<file path="src/rtl/alu_div32.sv">
// ---------------------------------------------------------------------------
// alu_div32 : sequential 32-bit signed divider (restoring shift-subtract)
//
// One quotient bit is produced per clock. Each trial subtraction runs through
// a cla32bit instance fed with the inverted divisor and a carry-in of 1, so
// the adder carry-out directly answers "partial remainder >= divisor".
// Results are truncated toward zero; the remainder takes the dividend sign.
//
// Ports
//   clock        in   1   rising-edge clock
//   clear        in   1   asynchronous, active-high reset
//   start        in   1   request, sampled only while idle
//   dividend     in  32   signed numerator, sampled with start
//   divisor      in  32   signed denominator, sampled with start
//   busy         out  1   high while a division is in progress
//   done         out  1   one-cycle pulse when quotient/remainder are valid
//   quotient     out 32   signed quotient (feeds LO)
//   remainder    out 32   signed remainder (feeds HI)
//   div_by_zero  out  1   set with done when the divisor was zero
// ---------------------------------------------------------------------------

// 32-bit carry-lookahead adder: eight 4-bit lookahead groups, group carries
// chained through each group's generate/propagate terms.
module cla32bit (
   input  logic [31:0] a,
   input  logic [31:0] b,
   input  logic        cin,
   output logic [31:0] sum,
   output logic        cout
);

   logic [31:0] g_s;
   logic [31:0] p_s;
   logic [32:0] c_s;

   assign g_s  = a & b;
   assign p_s  = a ^ b;
   assign sum  = p_s ^ c_s[31:0];
   assign cout = c_s[32];

   // Carry lookahead: every carry inside a group is formed from that group's
   // incoming carry, never from its neighbour bit's carry.
   always_comb begin
      c_s    = {33{1'b0}};
      c_s[0] = cin;
      for (int k = 0; k < 8; k++) begin
         c_s[4*k+1] = g_s[4*k]
                    | (p_s[4*k] & c_s[4*k]);
         c_s[4*k+2] = g_s[4*k+1]
                    | (p_s[4*k+1] & g_s[4*k])
                    | (p_s[4*k+1] & p_s[4*k] & c_s[4*k]);
         c_s[4*k+3] = g_s[4*k+2]
                    | (p_s[4*k+2] & g_s[4*k+1])
                    | (p_s[4*k+2] & p_s[4*k+1] & g_s[4*k])
                    | (p_s[4*k+2] & p_s[4*k+1] & p_s[4*k] & c_s[4*k]);
         c_s[4*k+4] = g_s[4*k+3]
                    | (p_s[4*k+3] & g_s[4*k+2])
                    | (p_s[4*k+3] & p_s[4*k+2] & g_s[4*k+1])
                    | (p_s[4*k+3] & p_s[4*k+2] & p_s[4*k+1] & g_s[4*k])
                    | (p_s[4*k+3] & p_s[4*k+2] & p_s[4*k+1] & p_s[4*k] & c_s[4*k]);
      end
   end

endmodule

module alu_div32 (
   input  logic        clock,
   input  logic        clear,
   input  logic        start,
   input  logic [31:0] dividend,
   input  logic [31:0] divisor,
   output logic        busy,
   output logic        done,
   output logic [31:0] quotient,
   output logic [31:0] remainder,
   output logic        div_by_zero
);

   typedef enum logic [1:0] {
      ST_IDLE = 2'd0,
      ST_RUN  = 2'd1,
      ST_FIX  = 2'd2
   } state_t;

   state_t      state_r, state_nx_s;
   logic [4:0]  count_r, count_nx_s;
   logic [31:0] q_r, q_nx_s;          // dividend shifting out / quotient shifting in
   logic [31:0] m_r, m_nx_s;          // |divisor|
   logic [31:0] r_r, r_nx_s;          // partial remainder
   logic        sign_q_r, sign_q_nx_s;
   logic        sign_r_r, sign_r_nx_s;
   logic        pend_r, pend_nx_s;    // divide-by-zero result due on the next edge
   logic        busy_nx_s, done_nx_s, dz_nx_s;
   logic [31:0] quot_nx_s, rem_nx_s;
   logic [31:0] trial_s, diff_s;
   logic        cout_s;

   function automatic logic [31:0] neg32(input logic [31:0] v);
      return ~v + 32'd1;
   endfunction

   // |v|; the most negative value maps onto 32'h80000000, which is still the
   // correct unsigned magnitude.
   function automatic logic [31:0] abs32(input logic [31:0] v);
      return v[31] ? neg32(v) : v;
   endfunction

   assign trial_s = {r_r[30:0], q_r[31]};

   // R stays below M <= 2^31, so the shifted trial value always fits 32 bits.
   cla32bit u_sub (
      .a    (trial_s),
      .b    (~m_r),
      .cin  (1'b1),
      .sum  (diff_s),
      .cout (cout_s)
   );

   // Next-state, datapath and output decode.
   always_comb begin
      state_nx_s  = state_r;
      count_nx_s  = count_r;
      q_nx_s      = q_r;
      m_nx_s      = m_r;
      r_nx_s      = r_r;
      sign_q_nx_s = sign_q_r;
      sign_r_nx_s = sign_r_r;
      pend_nx_s   = 1'b0;
      busy_nx_s   = busy;
      done_nx_s   = 1'b0;
      dz_nx_s     = div_by_zero;
      quot_nx_s   = quotient;
      rem_nx_s    = remainder;

      // A divide-by-zero accepted last edge publishes its result now; the
      // dividend was parked in q_r so the inputs could change meanwhile.
      if (pend_r) begin
         quot_nx_s = 32'hFFFF_FFFF;
         rem_nx_s  = q_r;
         dz_nx_s   = 1'b1;
         done_nx_s = 1'b1;
      end else begin
         dz_nx_s   = div_by_zero;
      end

      case (state_r)
         ST_IDLE: begin
            if (start) begin
               if (divisor == 32'd0) begin
                  pend_nx_s = 1'b1;
                  q_nx_s    = dividend;
               end else begin
                  q_nx_s      = abs32(dividend);
                  m_nx_s      = abs32(divisor);
                  r_nx_s      = 32'd0;
                  sign_q_nx_s = dividend[31] ^ divisor[31];
                  sign_r_nx_s = dividend[31];
                  count_nx_s  = 5'd31;
                  busy_nx_s   = 1'b1;
                  // Keeps a pending zero-divide flag visible alongside its done.
                  dz_nx_s     = pend_r;
                  state_nx_s  = ST_RUN;
               end
            end else begin
               state_nx_s = ST_IDLE;
            end
         end

         ST_RUN: begin
            // Carry-out of T + ~M + 1 is set exactly when T >= M.
            if (cout_s) begin
               r_nx_s = diff_s;
               q_nx_s = {q_r[30:0], 1'b1};
            end else begin
               r_nx_s = trial_s;
               q_nx_s = {q_r[30:0], 1'b0};
            end
            if (count_r == 5'd0) begin
               state_nx_s = ST_FIX;
            end else begin
               count_nx_s = count_r - 5'd1;
            end
         end

         ST_FIX: begin
            quot_nx_s  = sign_q_r ? neg32(q_r) : q_r;
            rem_nx_s   = sign_r_r ? neg32(r_r) : r_r;
            dz_nx_s    = 1'b0;
            done_nx_s  = 1'b1;
            busy_nx_s  = 1'b0;
            state_nx_s = ST_IDLE;
         end

         default: begin
            busy_nx_s  = 1'b0;
            state_nx_s = ST_IDLE;
         end
      endcase
   end

   // State, datapath and output registers; clear aborts any division in flight.
   always_ff @(posedge clock or posedge clear) begin
      if (clear) begin
         state_r     <= ST_IDLE;
         count_r     <= 5'd0;
         q_r         <= 32'd0;
         m_r         <= 32'd0;
         r_r         <= 32'd0;
         sign_q_r    <= 1'b0;
         sign_r_r    <= 1'b0;
         pend_r      <= 1'b0;
         busy        <= 1'b0;
         done        <= 1'b0;
         div_by_zero <= 1'b0;
         quotient    <= 32'd0;
         remainder   <= 32'd0;
      end else begin
         state_r     <= state_nx_s;
         count_r     <= count_nx_s;
         q_r         <= q_nx_s;
         m_r         <= m_nx_s;
         r_r         <= r_nx_s;
         sign_q_r    <= sign_q_nx_s;
         sign_r_r    <= sign_r_nx_s;
         pend_r      <= pend_nx_s;
         busy        <= busy_nx_s;
         done        <= done_nx_s;
         div_by_zero <= dz_nx_s;
         quotient    <= quot_nx_s;
         remainder   <= rem_nx_s;
      end
   end

endmodule
</file>
<file path="config.mk">
export PLATFORM = sky130hd
export DESIGN_NAME = alu_div32
export DESIGN_NICKNAME = d
export VERILOG_FILES = /design/src/rtl/alu_div32.sv
export SDC_FILE = /design/constraint.sdc
export NUM_CORES = 1
export LEC_CHECK = 0
export CORE_UTILIZATION = 40
export DETAILED_ROUTE_END_ITERATION = 10
export PLACE_DENSITY = 0.7
export SYNTH_ARGS = -nofsm -noshare
export SYNTH_HDL_FRONTEND = slang
export SYNTH_SLANG_ARGS = --single-unit
</file>
<file path="constraint.sdc">
create_clock -name clock -period 5.2 [get_ports clock]
set_clock_uncertainty 0.15 [all_clocks]
set_input_delay 0.52 -clock clock [delete_from_list [all_inputs] [get_ports clock]]
set_output_delay 0.52 -clock clock [all_outputs]
set_load 0.02 [all_outputs]
</file>
==> metrics.txt <==
drc violations=0; via count=9445; CTS resizes=0; Critical Path AT=4.01 ns; first-pass GRT wire length=45800 um; Yosys cell types=62; Final #Nets=1438; main combinational cell family by area after synthesis=compound AO/OA/AOI/OAI gates; clock power share=16.3%; CP max FO=38; Achievable Freq=260 MHz; GP Congestion=0.863; layout overhead on the synthesized area=19.7%; Slew headroom=20.6%; Hold Crit Class=reg -> reg; post-synthesis sequential area ratio=39.3%; VDD IR-drop max=0.000283 V; Clock Tree Buf Depth=2; met3 usage=3.93%; P_leak=0.00537 uW; Post-Syn Area=0.0110 mm2; status=complete, no violations; largest net degree at the start of global routing=174; unrepaired setup endpoints after global routing=false; mux contribution to synthesized area=1.91%; total grt overflow=0; initial DRC count=686; most common cell in the netlist=dfrtp_1; Ys Warns=0; GR Util All Layers=20.4%; Port Buffer Count=133; dpl hpwl=20500 um; Final period util=73.9%; Die ar.=0.0282 mm2; antenna fix cells=0; worst-margin pin slew=1.19 ns; total power=7910 uW; Cells after Synth=1242; CTS tree=yes; Non-Filler Instances=1679; Core ar.=0.0270 mm2; Post-Synth XOR/XNOR Area=11.4%; main flop type after synthesis=dfrtp_1; top cell types by occurrence after synthesis=173 x dfrtp_1, 139 x o21ai_0, 120 x nand2_1; syn_nets=1355; switching power=3540 uW; crit path launch=r_r[16]$_DFFE_PP0P_; Max Slew Vio Count=0; die extent in y=168 um; Seq pwr share=33.9%; ratio of cells with drive above 1 in the final layout=4.86%; antenna violations before repair=1; worst setup path class=reg -> reg; Sw Ratio=44.8%; Req. time, crit path=5.37 ns; Post-Synth Simple-Gate Area=15.2%; Max-Cap Viols=0; asr flop ratio synth=100%; post-synthesis compound-gate area fraction=21.6%; number of clock sinks=173; drt total wl=28700 um; dpl cells=1647; FF-to-FF Start=r_r[16]$_DFFE_PP0P_; syn_area_per_cell=8.88 um2; clk_lat worst skew=0.43 ns; Final Util=48.8%; Logic pwr share=49.8%; iteration count of the initial detailed-routing pass=5; grt met1 use=29.0%; synth top area cells=dfrtp_1 39%, xor2_1 8.3%, o21ai_0 6.3%, ha_1 4.4%, nand2_1 4.1%; Initial Util=40.8%; setup bufs post-CTS=0; Via density=5.63; GRT busiest layer=met2; clock slew at reported path FFs=0.07 ns; min-delay src=m_r[25]$_DFFE_PP0P_; Routed Antenna Nets=0; EDFF count, synth=0; Synth area leader=dfrtp_1; kind of end point of the critical path=register; PwrDens=599 mW/mm2; vias in the first global route=8630; # rows=60; cts bufs inserted=17; setup violators final=0; Final Hold Viols=0; Root Driver=clkbuf_16; cell internal pwr=4370 uW; number of synthesized register bits=173; H-Tree Depth=4; Post-Synth Adder-Cell Area=5.70%; post-synth top area share=39.3%; die width=168 um; minimum clock period=3.84 ns; CTS Hold Bufs=0; WL per Instance=17.1 um; TNS Setup=0 ns; Global Route met2 Usage=32.0%; # IOs=134; CP Launch Type=register
## metrics by stage
step | setup slack (ns) | hold slack [ns] | cell area (um2)
2_1_floorplan | 2.00 | 0.305 | 11000
3_3_place_gp | 1.33 | 0.322 | 12600
3_5_place_dp | 1.26 | 0.328 | 12600
4_1_cts | 1.41 | 0.344 | 13200
5_1_grt | 1.14 | 0.369 | 13200
6_report | 1.36 | 0.340 | 13200
## placed cells by master, fill, tap and decap left out, types with 17 or more instances in the layout
master	instances
dfrtp_1	172
a22oi_1	31
o41ai_1	22
a21oi_1	69
ha_1	39
inv_1	61
xnor2_1	39
o31ai_1	34
o311ai_0	22
mux2i_1	21
nand2_1	120
nor3_1	23
o21ai_0	139
nand3_1	40
nor2_1	52
clkbuf_16	17
clkdlybuf4s50_1	133
nor2b_1	18
xor2_1	104
## worst max-delay path: stages (launching register included)
cell       delay (ns)
dfrtp_1          0.47
ha_1             0.39
a21oi_1          0.17
o21ai_1          0.15
a221o_1          0.43
a221o_1          0.38
o2111ai_1        0.33
a31o_2           0.70
buf_4            0.33
nand3_1          0.09
o311ai_0         0.14
## cell type report
type                       instances  area (um2)
timing repair buffer             144        1430
sequential                       173        4330
clock inverter                    12         136
inverter                          62         236
multi-input combinational        927        6190
fill                            2556       13800
tap                              341         427
clock buffer                      20         457
## routing by layer
| metal | share of wire [%] | vias up |
|---|---|---|
| met5 | 0.045 | - |
| li1 | - | 4612 |
| met4 | 1.1 | 2 |
| met2 | 44 | 302 |
| met3 | 7.0 | 24 |
| met1 | 48 | 4505 |
## cell families after synthesis
kind of cell	Yosys count
compound gates	379
buf+inv	142
fa+ha+maj	46
mux	21
flops	173
xor+xnor	143
simple gates	338
## sequential cells by signal, summed over array words and instances (netlist names)
register,count
busy,1
count_r,5
div_by_zero,1
done,1
m_r,32
pend_r,1
q_r,32
quotient,32
r_r,32
remainder,32
sign_q_r,1
sign_r_r,1
state_r,2
## path summary, 6_finish.rpt
path                                  endpoint  slack, ns  cells after the start
min reg2reg                m_r[25]$_DFFE_PP0P_       0.34                      2
max                        r_r[10]$_DFFE_PP0P_       1.36                     10
min                        m_r[25]$_DFFE_PP0P_       0.34                      2
max reg2reg                r_r[10]$_DFFE_PP0P_       1.36                     10
min in group asynchronous   m_r[9]$_DFFE_PP0P_       0.53                      3
max in group asynchronous  q_r[21]$_DFFE_PP0P_       3.60                      3
## power groups by stage
stage               logic (uW)  registers [uW]  clock network (uW)
floorplan                 2630            2610                   0
global placement          3840            2660                   0
detailed placement        3910            2690                   0
CTS                       3940            2660                1310
global route              4380            2760                1370
finish                    3940            2680                1290
(Power assumes the default switching activity.)
